<file path="src/rtl/change_dispense_ctrl.sv">
`default_nettype none
// +--------------------------------------------------------------------------+
// | Module      : change_dispense_ctrl                                       |
// | Description : Coin-hopper payout sequencer. Verifies that the inventory  |
// |               can cover a change amount (in 5-rupee units), then pays it |
// |               out one coin at a time, preferring 10-rupee coins. Each    |
// |               coin uses a four-phase req/ack handshake, and each phase   |
// |               is guarded by a timeout. Hopper inventory is tracked and   |
// |               faults are held until cleared.                             |
// |               Optional macro CHG_AUDIT_EN adds the paid_total and        |
// |               pay_count audit outputs.                                   |
// | Revision    : 1.0 - initial release                                      |
// +--------------------------------------------------------------------------+
module change_dispense_ctrl #(
    parameter int CNT_W       = 6,
    parameter int ACK_TIMEOUT = 15
) (
    input  logic             clock,
    input  logic             reset,
    input  logic             chg_valid,
    input  logic [2:0]       chg_amt,
    output logic             chg_ready,
    input  logic             load_en,
    input  logic [CNT_W-1:0] load10,
    input  logic [CNT_W-1:0] load5,
    output logic             hop10_req,
    input  logic             hop10_ack,
    output logic             hop5_req,
    input  logic             hop5_ack,
    output logic [CNT_W-1:0] cnt10,
    output logic [CNT_W-1:0] cnt5,
    output logic             done,
    output logic             fault,
    output logic [1:0]       fault_code,
    output logic             exact_only,
`ifdef CHG_AUDIT_EN
    output logic [9:0]       paid_total,
    output logic [7:0]       pay_count,
`endif
    input  logic             clear_fault
);

    localparam int                 c_TMO_W    = $clog2(ACK_TIMEOUT + 1);
    localparam logic [c_TMO_W-1:0] c_TMO_LAST = c_TMO_W'(ACK_TIMEOUT - 1);

    localparam logic [2:0] S_IDLE   = 3'd0;
    localparam logic [2:0] S_CHECK  = 3'd1;
    localparam logic [2:0] S_SELECT = 3'd2;
    localparam logic [2:0] S_REQ    = 3'd3;
    localparam logic [2:0] S_REL    = 3'd4;
    localparam logic [2:0] S_DONE   = 3'd5;
    localparam logic [2:0] S_FAULT  = 3'd6;

    localparam logic [1:0] c_FC_NONE  = 2'b00;
    localparam logic [1:0] c_FC_INV   = 2'b01;
    localparam logic [1:0] c_FC_RISE  = 2'b10;
    localparam logic [1:0] c_FC_FALL  = 2'b11;

    logic [2:0]         r_state;
    logic [2:0]         r_rem;
    logic               r_sel10;
    logic [c_TMO_W-1:0] r_tmo;
    logic [CNT_W-1:0]   r_cnt10;
    logic [CNT_W-1:0]   r_cnt5;
    logic               r_req10;
    logic               r_req5;
    logic               r_done;
    logic [1:0]         r_fault_code;

    logic [CNT_W-1:0]   w_half;
    logic [CNT_W-1:0]   w_use10;
    logic [CNT_W:0]     w_need5;
    logic               w_ack;

    // Inventory check: use as many 10s as available, the remainder must be 5s
    assign w_half  = CNT_W'(r_rem >> 1);
    assign w_use10 = (r_cnt10 < w_half) ? r_cnt10 : w_half;
    assign w_need5 = (CNT_W+1)'(r_rem) - {w_use10, 1'b0};

    // Only the selected hopper's ack is listened to
    assign w_ack = r_sel10 ? hop10_ack : hop5_ack;

    assign chg_ready  = (r_state == S_IDLE);
    assign fault      = (r_state == S_FAULT);
    assign hop10_req  = r_req10;
    assign hop5_req   = r_req5;
    assign cnt10      = r_cnt10;
    assign cnt5       = r_cnt5;
    assign done       = r_done;
    assign fault_code = r_fault_code;
    assign exact_only = (r_cnt5 < CNT_W'(2));

    // Payout sequencer: state, remaining amount, handshake timer and inventory
    always_ff @(posedge clock or posedge reset) begin
        if (reset) begin
            r_state      <= S_IDLE;
            r_rem        <= 3'd0;
            r_sel10      <= 1'b0;
            r_tmo        <= '0;
            r_cnt10      <= '0;
            r_cnt5       <= '0;
            r_req10      <= 1'b0;
            r_req5       <= 1'b0;
            r_done       <= 1'b0;
            r_fault_code <= c_FC_NONE;
        end else begin
            r_done <= 1'b0;
            case (r_state)
                S_IDLE: begin
                    // A load in the same cycle wins; the request stays pending
                    if (load_en) begin
                        r_cnt10 <= load10;
                        r_cnt5  <= load5;
                    end else if (chg_valid) begin
                        r_rem <= chg_amt;
                        if (chg_amt == 3'd0) begin
                            r_done  <= 1'b1;
                            r_state <= S_DONE;
                        end else begin
                            r_state <= S_CHECK;
                        end
                    end
                end
                S_CHECK: begin
                    if ({1'b0, r_cnt5} < w_need5) begin
                        r_fault_code <= c_FC_INV;
                        r_state      <= S_FAULT;
                    end else begin
                        r_state <= S_SELECT;
                    end
                end
                S_SELECT: begin
                    if (r_rem == 3'd0) begin
                        r_done  <= 1'b1;
                        r_state <= S_DONE;
                    end else begin
                        r_tmo   <= '0;
                        r_state <= S_REQ;
                        if ((r_rem >= 3'd2) && (r_cnt10 != '0)) begin
                            r_sel10 <= 1'b1;
                            r_req10 <= 1'b1;
                        end else begin
                            r_sel10 <= 1'b0;
                            r_req5  <= 1'b1;
                        end
                    end
                end
                S_REQ: begin
                    // An ack arriving on the last allowed cycle still counts
                    if (w_ack) begin
                        r_req10 <= 1'b0;
                        r_req5  <= 1'b0;
                        r_tmo   <= '0;
                        r_state <= S_REL;
                        if (r_sel10) begin
                            r_cnt10 <= r_cnt10 - CNT_W'(1);
                            r_rem   <= r_rem - 3'd2;
                        end else begin
                            r_cnt5 <= r_cnt5 - CNT_W'(1);
                            r_rem  <= r_rem - 3'd1;
                        end
                    end else if (r_tmo == c_TMO_LAST) begin
                        r_req10      <= 1'b0;
                        r_req5       <= 1'b0;
                        r_fault_code <= c_FC_RISE;
                        r_state      <= S_FAULT;
                    end else begin
                        r_tmo <= r_tmo + c_TMO_W'(1);
                    end
                end
                S_REL: begin
                    if (!w_ack) begin
                        r_state <= S_SELECT;
                    end else if (r_tmo == c_TMO_LAST) begin
                        r_fault_code <= c_FC_FALL;
                        r_state      <= S_FAULT;
                    end else begin
                        r_tmo <= r_tmo + c_TMO_W'(1);
                    end
                end
                S_DONE: begin
                    r_state <= S_IDLE;
                end
                S_FAULT: begin
                    if (clear_fault) begin
                        r_fault_code <= c_FC_NONE;
                        r_state      <= S_IDLE;
                    end
                end
                default: begin
                    r_req10 <= 1'b0;
                    r_req5  <= 1'b0;
                    r_state <= S_IDLE;
                end
            endcase
        end
    end

`ifdef CHG_AUDIT_EN
    logic [9:0]  r_paid_total;
    logic [7:0]  r_pay_count;
    logic [10:0] w_paid_sum;
    logic        w_coin_paid;

    assign w_coin_paid = (r_state == S_REQ) && w_ack;
    assign w_paid_sum  = {1'b0, r_paid_total} + (r_sel10 ? 11'd10 : 11'd5);
    assign paid_total  = r_paid_total;
    assign pay_count   = r_pay_count;

    // Audit totals: saturating rupee total and wrapping payout counter
    always_ff @(posedge clock or posedge reset) begin
        if (reset) begin
            r_paid_total <= 10'd0;
            r_pay_count  <= 8'd0;
        end else begin
            if (w_coin_paid) begin
                r_paid_total <= (w_paid_sum > 11'd1023) ? 10'd1023 : w_paid_sum[9:0];
            end
            if (r_done) begin
                r_pay_count <= r_pay_count + 8'd1;
            end
        end
    end
`endif

endmodule
`default_nettype wire

</file>
<file path="config.mk">
export PLATFORM = sky130hd
export DESIGN_NAME = change_dispense_ctrl
export DESIGN_NICKNAME = d
export VERILOG_FILES = /design/src/rtl/change_dispense_ctrl.sv
export SDC_FILE = /design/constraint.sdc
export NUM_CORES = 1
export LEC_CHECK = 0
export CAP_MARGIN = 40
export CORE_AREA = 2 2 55 109
export CTS_CLUSTER_DIAMETER = 80
export DETAILED_ROUTE_END_ITERATION = 8
export DIE_AREA = 0 0 57 111
export DONT_BUFFER_PORTS = 1
export SYNTH_ARGS = -nofsm -noshare
export SYNTH_HDL_FRONTEND = slang
export SYNTH_SLANG_ARGS = --single-unit
</file>
<file path="constraint.sdc">
create_clock -name clock -period 3.8 [get_ports clock]
set_input_delay 0.76 -clock clock [delete_from_list [all_inputs] [get_ports clock]]
set_output_delay 0.76 -clock clock [all_outputs]
set_load 0.03 [all_outputs]
</file>
==> results of run 1 <==
[cell usage after synthesis (5+ instances only)]
library cell | n | share of area [%]
dfrtp_1 | 28 | 32
nor2_1 | 27 | 4.7
a21oi_1 | 23 | 5.3
nand2_1 | 21 | 3.7
inv_1 | 20 | 3.5
ha_1 | 17 | 9.8
o21ai_1 | 17 | 3.9
o21ai_0 | 13 | 3.0
nand3_1 | 7 | 1.6
a22oi_1 | 6 | 2.1
nor3_1 | 5 | 1.2
[critical path, delay by kind of cell, from the launching register on]
kind / cells / cell delay, ns
AO/OA/AOI/OAI: 5 / 0.89
AND/OR/NAND/NOR: 5 / 0.97
adder cells (fa/ha/maj): 3 / 0.93
flip-flops: 1 / 0.49
[worst paths after layout]
path / slack [ns] / cells after the start / from / end
max: 0.39 / 13 / cnt10[3] / r_state[2]
min: 0.40 / 1 / reset / r_state[2]
max reg2reg: 0.39 / 13 / cnt10[3] / r_state[2]
min reg2reg: 0.53 / 1 / r_tmo[0] / r_tmo[0]
max in group asynchronous: 2.92 / 2 / reset / cnt10[3]
min in group clock: 0.53 / 1 / r_tmo[0] / r_tmo[0]
[metrics by stage]
stage | instances | util, %
finish | 316 | 41.9
global route | 316 | 41.9
CTS | 315 | 41.6
detailed placement | 311 | 40.0
global placement | 309 | 39.3
floorplan | 255 | -
[per-layer routing]
layer,GRT usage [%],vias to the layer above,wire (µm),part of all wire (%)
met1,23.9,858,2170,44
met5,0,-,0,0
met2,25.2,67,2350,47
met3,3.15,8,379,7.6
li1,-,924,-,-
met4,4.50,0,76,1.5
[sequential cells by signal, indices dropped and copies added, names as in the netlist, 2 cells and up]
| signal | cells |
|---|---|
| r_state | 3 |
| fault_code | 2 |
| cnt5 | 6 |
| cnt10 | 6 |
| r_rem | 3 |
| r_tmo | 4 |
[cell families after synthesis]
family,after synthesis,share of synthesized area [%]
fa+ha+maj,18,10.8
mux,6,3.65
compound gates,87,25.1
buf+inv,30,7.01
simple gates,86,21.0
flops,28,32.4
[where the power goes]
group	switching (mW)	internal, mW
Clock	0.106	0.162
Combinational	0.701	0.504
Sequential	0.349	0.427
[final cells by class]
cell class,count,area [µm²],share of cell area (%)
repair buffers,6,68.8,2.95
multi-input cells,197,1320,56.7
flip-flops and latches,28,702,30.1
well taps,61,76.3,3.27
clock buffers,4,88.8,3.81
inverters,20,75.1,3.22
[timing repair]
item,in CTS,in global routing
resized for setup,0,4
endpoints found under the setup margin,0,2
buffers inserted,0,0
==> summary.md, run 1 <==
| Metric | Value |
|---|---|
| Area grow syn2layout | `8.00%` |
| Netlist cell types | `57` |
| Clk buf depth | `2` |
| Place WS | `around 0.28 ns` |
| First drt pass iteration count | `4` |
| Crit Path Max Fanout | `5` |
| Critical path type | `flip-flop to flip-flop` |
| Register bit count reported by yosys | `28` |
| Cell area after layout | `around 2300 µm²` |
| Die H | `around 110 µm` |
| Starting Density | `~39%` |
| Slowest Stage Delay on Critical Path | `around 0.49 ns` |
| FP Rows | `39` |
| Fillers | `~580` |
| Crit-path cells | `or3_1 > nor2_1 > and3b_2 > nand2_1 > o21ai_0 > ha_1 > fa_1 > ha_1 > nand2_1 > o21ai_1 > a31oi_2 > a2111oi_0 > o21ai_1` |
| Setup crit end kind | `flip-flop` |
| Final Hold Violating Endpoints | `0` |
| Drt total wl | `4970 µm` |
| Clk_skew | `roughly 0.0074 ns` |
| Gr usage total | `between 10% and 20%` |
| Overflow after GRT | `0` |
| Hold WC Path Type | `input pin to asynchronous set/reset pin` |
| Final net count | `a little under 300` |
| Worst path arrival time | `3.55 ns` |
| Status | `complete, no violations` |
| Pin count of the biggest net entering global routing | `21` |
| Most frequent cells in the layout | `nor2_1 (27), dfrtp_1 (27), a21oi_1 (23)` |
| H-Tree Depth | `1` |
| CTS tree | `built` |
| Period minus WS final | `3.41 ns` |
| Achievable frequency | `approximately 290 MHz` |
| Worst-skew pair later-pin latency | `0.27 ns` |
| Post-DP HPWL | `between 3000 and 4000 µm` |
| Fraction of layout cells with a size suffix above 1 | `about a tenth` |
| Total number of vias | `between 1,500 and 2,000` |
| PnR worst setup slack | `a little under 0.4 ns` |
| Antenna violations before repair | `0` |
| PD cells | `around 960 nW/µm²` |
| Die area | `6330 µm²` |
| IO Port Bufs | `0` |
| Iter 0 DRT Violations | `slightly above 100` |
| Die width | `around 57 µm` |
| First-pass GRT wire length | `about 8600 µm` |
| Cts hold-fix bufs | `0` |
| # DRC | `0` |
| Power after layout | `2.25 mW` |
| Setup TNS | `0 ns` |
| Ports | `42` |
| Cell area after synthesis | `about 2200 µm²` |
| Max Slew Vio Count | `0` |
| Core area | `~5600 µm²` |
| Part of the cycle the worst path needs | `between 80% and 90%` |
| Number of global-route vias before repair | `roughly 1,800` |
| Gpl congestion | `just under 0.9` |
| Ys async rst share | `100%` |
| DP Area | `2230 µm²` |
| Maximum vdd ir drop | `0.526 mV` |
| Leakage | `1.02 nW` |
| Startpoint types | `flip-flop` |
| Routed len/inst | `approximately 16 µm` |
| Mapped Nets | `approximately 300` |
| Relative slew slack | `45.0%` |
| Max-Cap Viols | `0` |
| Main flop type after synthesis | `dfrtp_1` |
| Worst EP required | `3.94 ns` |
| Clk sinks | `28` |
| Worst-margin pin slew | `just over 0.8 ns` |
| Final setup violation count | `0` |
| Mean Syn Cell Area | `around 8.5 µm²` |
| Cts bufs inserted | `3` |
| Clock root cell | `clkbuf_16` |
| Worst hold slack | `a little under 0.4 ns` |
| CTS clk-pin slew, worst paths | `roughly 0.07 ns` |
| Routed vias/inst | `between 5 and 6` |
| Syn Inst Count | `~260` |
| Yosys warning count | `0` |
| Worst path slowest cell | `dfrtp_2` |
| N_diodes | `0` |
| Register area share after synthesis | `32.4%` |
| Post-synth EDFFs | `0` |
| Antenna-violating nets left | `0` |
| RSZ-0062 raised after global routing | `no` |
(Power assumes the default switching activity.)
==> run 2: changes to the inputs <==
--- a/config.mk
+++ b/config.mk
@@ -5,11 +5,12 @@
 export SDC_FILE = /design/constraint.sdc
 export NUM_CORES = 1
 export LEC_CHECK = 0
+export ABC_AREA = 1
 export CAP_MARGIN = 40
-export CORE_AREA = 2 2 55 109
+export CORE_AREA = 2 2 56 110
 export CTS_CLUSTER_DIAMETER = 80
 export DETAILED_ROUTE_END_ITERATION = 8
-export DIE_AREA = 0 0 57 111
+export DIE_AREA = 0 0 58 112
 export DONT_BUFFER_PORTS = 1
 export SYNTH_ARGS = -nofsm -noshare
 export SYNTH_HDL_FRONTEND = slang
==> summary.md, run 2 <==
| Metric | Value |
|---|---|
| Yosys top cell area share | `32.2% (-0.26 points)` |
| Post-DP HPWL | `4360 µm (+14%)` |
| Gpl congestion | `0.920 (+6.0%)` |
| Clk sinks | `28 (unchanged)` |
| Syn Inst Count | `328 (+29%)` |
| Leakage | `1.29 nW (+27%)` |
| FP Rows | `39 (unchanged)` |
| Cell area after layout | `2330 µm² (about the same)` |
| Number of global-route vias before repair | `2,068 (+17%)` |
| Fillers | `619 (+6.9%)` |
| Area grow syn2layout | `7.18%` |
| Antenna violations before repair | `0 (unchanged)` |
| H-Tree Depth | `1 (unchanged)` |
| First-pass GRT wire length | `9360 µm (+9.1%)` |
| Core area | `5660 µm² (+1.8%)` |
| Relative slew slack | `58.4% (+13 points)` |
| Maximum vdd ir drop | `0.449 mV (-14%)` |
| CTS clk-pin slew, worst paths | `0.07 ns (about the same)` |
| Most common cell after layout, fill and taps aside | `nand2_1` |
| CTS tree | `built` |
| Max Slew Vio Count | `0 (unchanged)` |
| Setup crit end kind | `flip-flop` |
| Cts bufs inserted | `3 (unchanged)` |
| Setup TNS | `0 ns (unchanged)` |
| Worst-margin pin slew | `0.621 ns (-0.201 ns)` |
| Cell area after synthesis | `2180 µm² (+0.81%)` |
| Ranking of synthesized cells by area | `dfrtp_1 (32%), nand2_1 (20%), ha_1 (9.8%)` |
| Crit Path Max Fanout | `4 (-1)` |
| Routed vias/inst | `5.22 (-11%)` |
| Ys async rst share | `100% (unchanged)` |
| Die area | `6500 µm² (+2.7%)` |
| Iter 0 DRT Violations | `87 (-14%)` |
| Clk_skew | `0.00294 ns (-0.00449 ns)` |
| First drt pass iteration count | `4 (unchanged)` |
| Largest area contributor in the synthesized netlist | `dfrtp_1` |
| RSZ-0062 raised after global routing | `no` |
| Mean Syn Cell Area | `6.64 µm² (-22%)` |
| Cts hold-fix bufs | `0 (unchanged)` |
| Clock root cell | `clkbuf_16` |
| Total number of vias | `2,042 (+10%)` |
| Post-CTS Setup Bufs | `0 (unchanged)` |
| PD cells | `1010 nW/µm² (+4.3%)` |
| Status | `complete, no violations` |
| Drt total wl | `5480 µm (+10%)` |
| Clk buf depth | `2 (unchanged)` |
| Final net count | `371 (+25%)` |
| Fraction of layout cells with a size suffix above 1 | `5.45% (-4.7 points)` |
| Antenna-violating nets left | `0 (unchanged)` |
| Period minus WS final | `3.02 ns (-0.385 ns)` |
| # DRC | `0 (unchanged)` |
| Register area share after synthesis | `32.2% (-0.26 points)` |
| Part of the cycle the worst path needs | `79.5% (-10 points)` |
| Starting Density | `38.5% (-0.36 points)` |
| Startpoint types | `flip-flop` |
| Post-cts sizing count | `0 (unchanged)` |
| Achievable frequency | `331 MHz (+13%)` |
| Main flop type after synthesis | `dfrtp_1` |
| N_diodes | `0 (unchanged)` |
| Final Hold Violating Endpoints | `0 (unchanged)` |
| Register bit count reported by yosys | `28 (unchanged)` |
| DP Area | `2240 µm² (+0.79%)` |
| Post-synth EDFFs | `0 (unchanged)` |
| Final setup violation count | `0 (unchanged)` |
| Most frequent cells in the layout | `nand2_1 (116), inv_1 (49), dfrtp_1 (28)` |
| Die width | `58 µm (+1.8%)` |
| Mapped Nets | `368 (+25%)` |
| Synth cell count leaders | `nand2_1 (116), inv_1 (49), dfrtp_1 (28)` |
| Netlist cell types | `31 (-46%)` |
| Worst path arrival time | `3.18 ns (-0.37 ns)` |
| Most frequent cell after synthesis | `nand2_1` |
| Ports | `42 (unchanged)` |
| Overflow after GRT | `0 (unchanged)` |
| Critical path type | `flip-flop to flip-flop` |
| Routed len/inst | `14.0 µm (-11%)` |
| Yosys warning count | `0 (unchanged)` |
| IO Port Bufs | `0 (unchanged)` |
| Worst-skew pair later-pin latency | `0.27 ns (about the same)` |
| Pin count of the biggest net entering global routing | `28 (+33%)` |
| Max-Cap Viols | `0 (unchanged)` |
| Worst EP required | `3.96 ns (+0.02 ns)` |
| Gr usage total | `18.5% (+2.0 points)` |
| Hold WC Path Type | `input pin to asynchronous set/reset pin` |
| Die H | `112 µm (+0.90%)` |
==> run 2: cell types whose count changed after synthesis, moves of 12 or more <==
cell	delta
o21ai_0	+14
nand3_1	+16
o21ai_1	-12
nand2_1	+95
a21oi_1	-18
inv_1	+29
==> run 2: metal layers <==
metal  global-route usage [%]  vias up  part of all wire (%)
li1                         -     1036                     -
met1                     18.4      928                    37
met2                     34.2       61                    54
met3                     2.79       17                   4.2
met4                     11.0        0                   4.6
met5                        0        -                     0
==> run 2: cell families (layout without fill, tap and decap cells) <==
logic type | count (synthesis) | count (layout) | share of synthesized area [%]
buffers and inverters | 57 | 59 | 10.2
flip-flops | 28 | 28 | 32.2
adder cells (fa/ha/maj) | 18 | 18 | 10.7
AND/OR/NAND/NOR | 176 | 176 | 34.0
AO/OA/AOI/OAI | 45 | 45 | 11.3
XOR/XNOR | 4 | 4 | 1.61
==> run 2: area by class of cell <==
class                   count  area [µm²]  share of cell area, %
multi-input cells         243        1250                   53.7
flip-flops and latches     28         701                   30.0
inverters                  53         199                   8.53
clock buffers               4        88.8                   3.81
well taps                  61        76.3                   3.27
repair buffers              2        15.0                  0.643
==> run 2: critical path: stages, from the launching register on <==
cell and delay, ns:
dfrtp_1 0.52, or2_2 0.39, nor2_1 0.10, nand4_1 0.14, nand2_1 0.09, o21ai_0 0.08
ha_1 0.21, fa_1 0.44, ha_1 0.30, a21oi_1 0.15, nand2_1 0.09, nand2_1 0.06
nand2_1 0.04, nand3_1 0.10, nand2_1 0.08, nand2_1 0.07, nand2_1 0.06
==> run 2: final timing paths <==
| check | start | endpoint | slack (ns) | cells past startpoint |
|---|---|---|---|---|
| max in group asynchronous | reset | cnt5[3] | 2.83 | 2 |
| min in group clock | r_tmo[0] | r_tmo[0] | 0.55 | 2 |
| setup reg to reg | cnt10[4] | fault_code[1] | 0.78 | 16 |
| hold reg to reg | r_tmo[0] | r_tmo[0] | 0.55 | 2 |
| setup / recovery | cnt10[4] | fault_code[1] | 0.78 | 16 |
| hold / removal | reset | cnt10[5] | 0.35 | 1 |
==> run 2: power breakdown <==
part	internal (mW)	leakage, nW	switching, mW
sequential	0.428	0.352	0.305
clock	0.162	0.0442	0.112
combinational	0.460	0.896	0.882
==> run 2: stage by stage <==
stage | setup WS [ns] | total power, mW | utilization (%) | hold slack [ns] | instances
after floorplan | 1.03 | 1.79 | - | 0.497 | 328
after global placement | 0.854 | 2.08 | 39.7 | 0.522 | 387
after detailed placement | 0.780 | 2.09 | 39.7 | 0.532 | 387
after CTS | 0.748 | 2.38 | 41.2 | 0.364 | 391
after global routing | 0.492 | 2.64 | 41.2 | 0.378 | 391
final | 0.779 | 2.35 | 41.2 | 0.349 | 391
==> run 3: changes to the inputs <==
==> constraint.sdc (replaced) <==
create_clock -name clock -period 2.8 [get_ports clock]
set_input_delay 0.56 -clock clock [delete_from_list [all_inputs] [get_ports clock]]
set_output_delay 0.56 -clock clock [all_outputs]
set_load 0.03 [all_outputs]
==> summary.md, run 3 (synthesis results as in run 2) <==
| Metric | Value |
|---|---|
| Gpl congestion | `0.926 (+0.66%)` |
| Slowest Stage Delay on Critical Path | `0.50 ns (-0.02 ns)` |
| Clk sinks | `28 (unchanged)` |
| PnR worst setup slack | `-0.0188 ns (-0.798 ns)` |
| PD cells | `1410 nW/µm² (+40%)` |
| Max Slew Vio Count | `0 (unchanged)` |
| Cts hold-fix bufs | `0 (unchanged)` |
| CTS clk-pin slew, worst paths | `0.07 ns (about the same)` |
| Gr usage total | `18.3% (-0.26 points)` |
| RSZ-0062 raised after global routing | `yes` |
| Maximum vdd ir drop | `0.711 mV (+58%)` |
| Most frequent cells in the layout | `nand2_1 (112), inv_1 (48), dfrtp_1 (28)` |
| Final setup violation count | `2 (+2)` |
| Number of global-route vias before repair | `2,002 (-3.2%)` |
| Hold WC Path Type | `input pin to asynchronous set/reset pin` |
| Post-DP HPWL | `4330 µm (-0.77%)` |
| Core area | `5660 µm² (unchanged)` |
| Worst path slowest cell | `fa_1` |
| Setup crit end kind | `flip-flop` |
| Failing checks | `setup timing` |
| # DRC | `0 (unchanged)` |
| Critical path type | `flip-flop to flip-flop` |
| Antenna-violating nets left | `0 (unchanged)` |
| FP Rows | `39 (unchanged)` |
| Ports | `42 (unchanged)` |
| IO Port Bufs | `0 (unchanged)` |
| Die H | `112 µm (unchanged)` |
| Status | `complete, but fails checks` |
| Area grow syn2layout | `13.5%` |
| Routed vias/inst | `5.08 (-2.7%)` |
| Final Hold Violating Endpoints | `0 (unchanged)` |
| Iter 0 DRT Violations | `65 (-25%)` |
| Fin cells | `404 (+3.3%)` |
| Overflow after GRT | `0 (unchanged)` |
| Crit path buffers/inverters | `1 (+1)` |
| CTS tree | `built` |
| Relative slew slack | `58.7% (+0.31 points)` |
| Worst r2r src | `cnt10[4]` |
| Worst EP required | `2.97 ns (-0.99 ns)` |
| Cell area after layout | `2470 µm² (+5.9%)` |
| Most common cell after layout, fill and taps aside | `nand2_1` |
| Cts bufs inserted | `3 (unchanged)` |
| Post-placement cell count | `397 (+2.6%)` |
| Fillers | `597 (-3.6%)` |
| N_diodes | `0 (unchanged)` |
| Worst-skew pair later-pin latency | `0.27 ns (about the same)` |
| Die area | `6500 µm² (unchanged)` |
| Startpoint types | `flip-flop` |
| Clock root cell | `clkbuf_16` |
| Setup TNS | `-0.0211 ns (-0.0211 ns)` |
| Most common cell on crit path | `nand2_1` |
| Clk buf depth | `2 (unchanged)` |
| Starting Density | `38.5% (unchanged)` |
| End of the worst register-to-register path | `fault_code[1]` |
| Power after layout | `3.48 mW (+48%)` |
| Die width | `58 µm (unchanged)` |
| Reg-to-reg setup timing slack | `-0.02 ns (-0.80 ns)` |
| Total number of vias | `2,052 (+0.49%)` |
| Max-Cap Viols | `0 (unchanged)` |
| First-pass GRT wire length | `9060 µm (-3.2%)` |
| Part of the cycle the worst path needs | `101% (+21 points)` |
| Crit-path cells | `or2_4 > nor2_1 > nand4_1 > nand2_1 > o21ai_1 > ha_2 > fa_1 > ha_1 > nand2_1 > inv_1 > nand2_2 > nand2_2 > nand2_1 > nand2_1 > nand3_2 > nand2_2 > nand2_1 > nand2_1` |
| Leakage | `1.36 nW (+5.4%)` |
| Drt total wl | `5510 µm (+0.57%)` |
| Clk_skew | `0.00469 ns (+0.00175 ns)` |
| Pin count of the biggest net entering global routing | `29 (+3.6%)` |
| CP top delay family | `simple AND/OR/NAND/NOR gates` |
| Achievable frequency | `355 MHz (+7.2%)` |
| H-Tree Depth | `1 (unchanged)` |
| Worst-margin pin slew | `0.617 ns (-0.00457 ns)` |
| Reg2Reg Depth | `18 (+2)` |
| Fraction of layout cells with a size suffix above 1 | `11.4% (+5.9 points)` |
| Crit Path Max Fanout | `4 (unchanged)` |
| Routed len/inst | `13.6 µm (-2.7%)` |
| Worst path arrival time | `2.99 ns (-0.19 ns)` |
| Period minus WS final | `2.82 ns (-0.202 ns)` |
| Antenna violations before repair | `0 (unchanged)` |
| Worst hold slack | `0.245 ns (-0.104 ns)` |
| First drt pass iteration count | `4 (unchanged)` |
| Final net count | `384 (+3.5%)` |
| DP Area | `2320 µm² (+3.3%)` |
[run 3: final cells by class]
class | instances | area, µm² | area share (%)
flip-flops and latches | 28 | 701 | 28.4
repair buffers | 15 | 113 | 4.56
clock buffers | 3 | 75.1 | 3.04
well taps | 61 | 76.3 | 3.09
clock inverters | 1 | 30.0 | 1.22
multi-input cells | 243 | 1280 | 51.7
inverters | 53 | 199 | 8.05
[run 3: stage by stage]
stage          setup slack (ns)  utilization (%)
6_report                -0.0188             43.7
5_1_grt                  -0.244             43.7
4_1_cts                 0.00204             42.9
3_5_place_dp           -0.00435             41.0
3_3_place_gp             0.0676             41.0
2_1_floorplan            0.0341                -
[run 3: worst max path at each step]
| stage | startpoint | to | depth (start not counted) |
|---|---|---|---|
| 2_1_floorplan | cnt10[4] | fault_code[0] | 16 |
| 3_3_place_gp | cnt10[4] | fault_code[1] | 16 |
| 3_5_place_dp | cnt10[4] | fault_code[1] | 14 |
| 4_1_cts | cnt10[4] | fault_code[1] | 16 |
| 5_1_grt | r_rem[2] | fault_code[1] | 19 |
| 6_report | cnt10[4] | fault_code[1] | 18 |
[run 3: metal layers]
layer  routed length [µm]  track usage [%]  vias to the layer above
li1                     -                -                     1065
met1                 2030             18.8                      929
met2                 3060             33.9                       49
met3                  235             2.32                        9
met4                  183             9.77                        0
met5                    0                0                        -
[run 3: what timing repair did]
| item | CTS | global route |
|---|---|---|
| gates cloned | 0 | 0 |
| buffers inserted | 0 | 3 |
| setup endpoints to repair | 3 | 3 |
| pin swaps | 1 | 8 |
| gates resized for setup | 3 | 9 |
[run 3: where the power goes]
| part | total (mW) | leakage [nW] | switching, mW | internal (mW) |
|---|---|---|---|---|
| Clock | 0.438 | 0.0511 | 0.153 | 0.286 |
| Combinational | 2.15 | 0.959 | 1.38 | 0.772 |
| Sequential | 0.888 | 0.352 | 0.306 | 0.582 |
| Total | 3.48 | 1.36 | 1.84 | 1.64 |
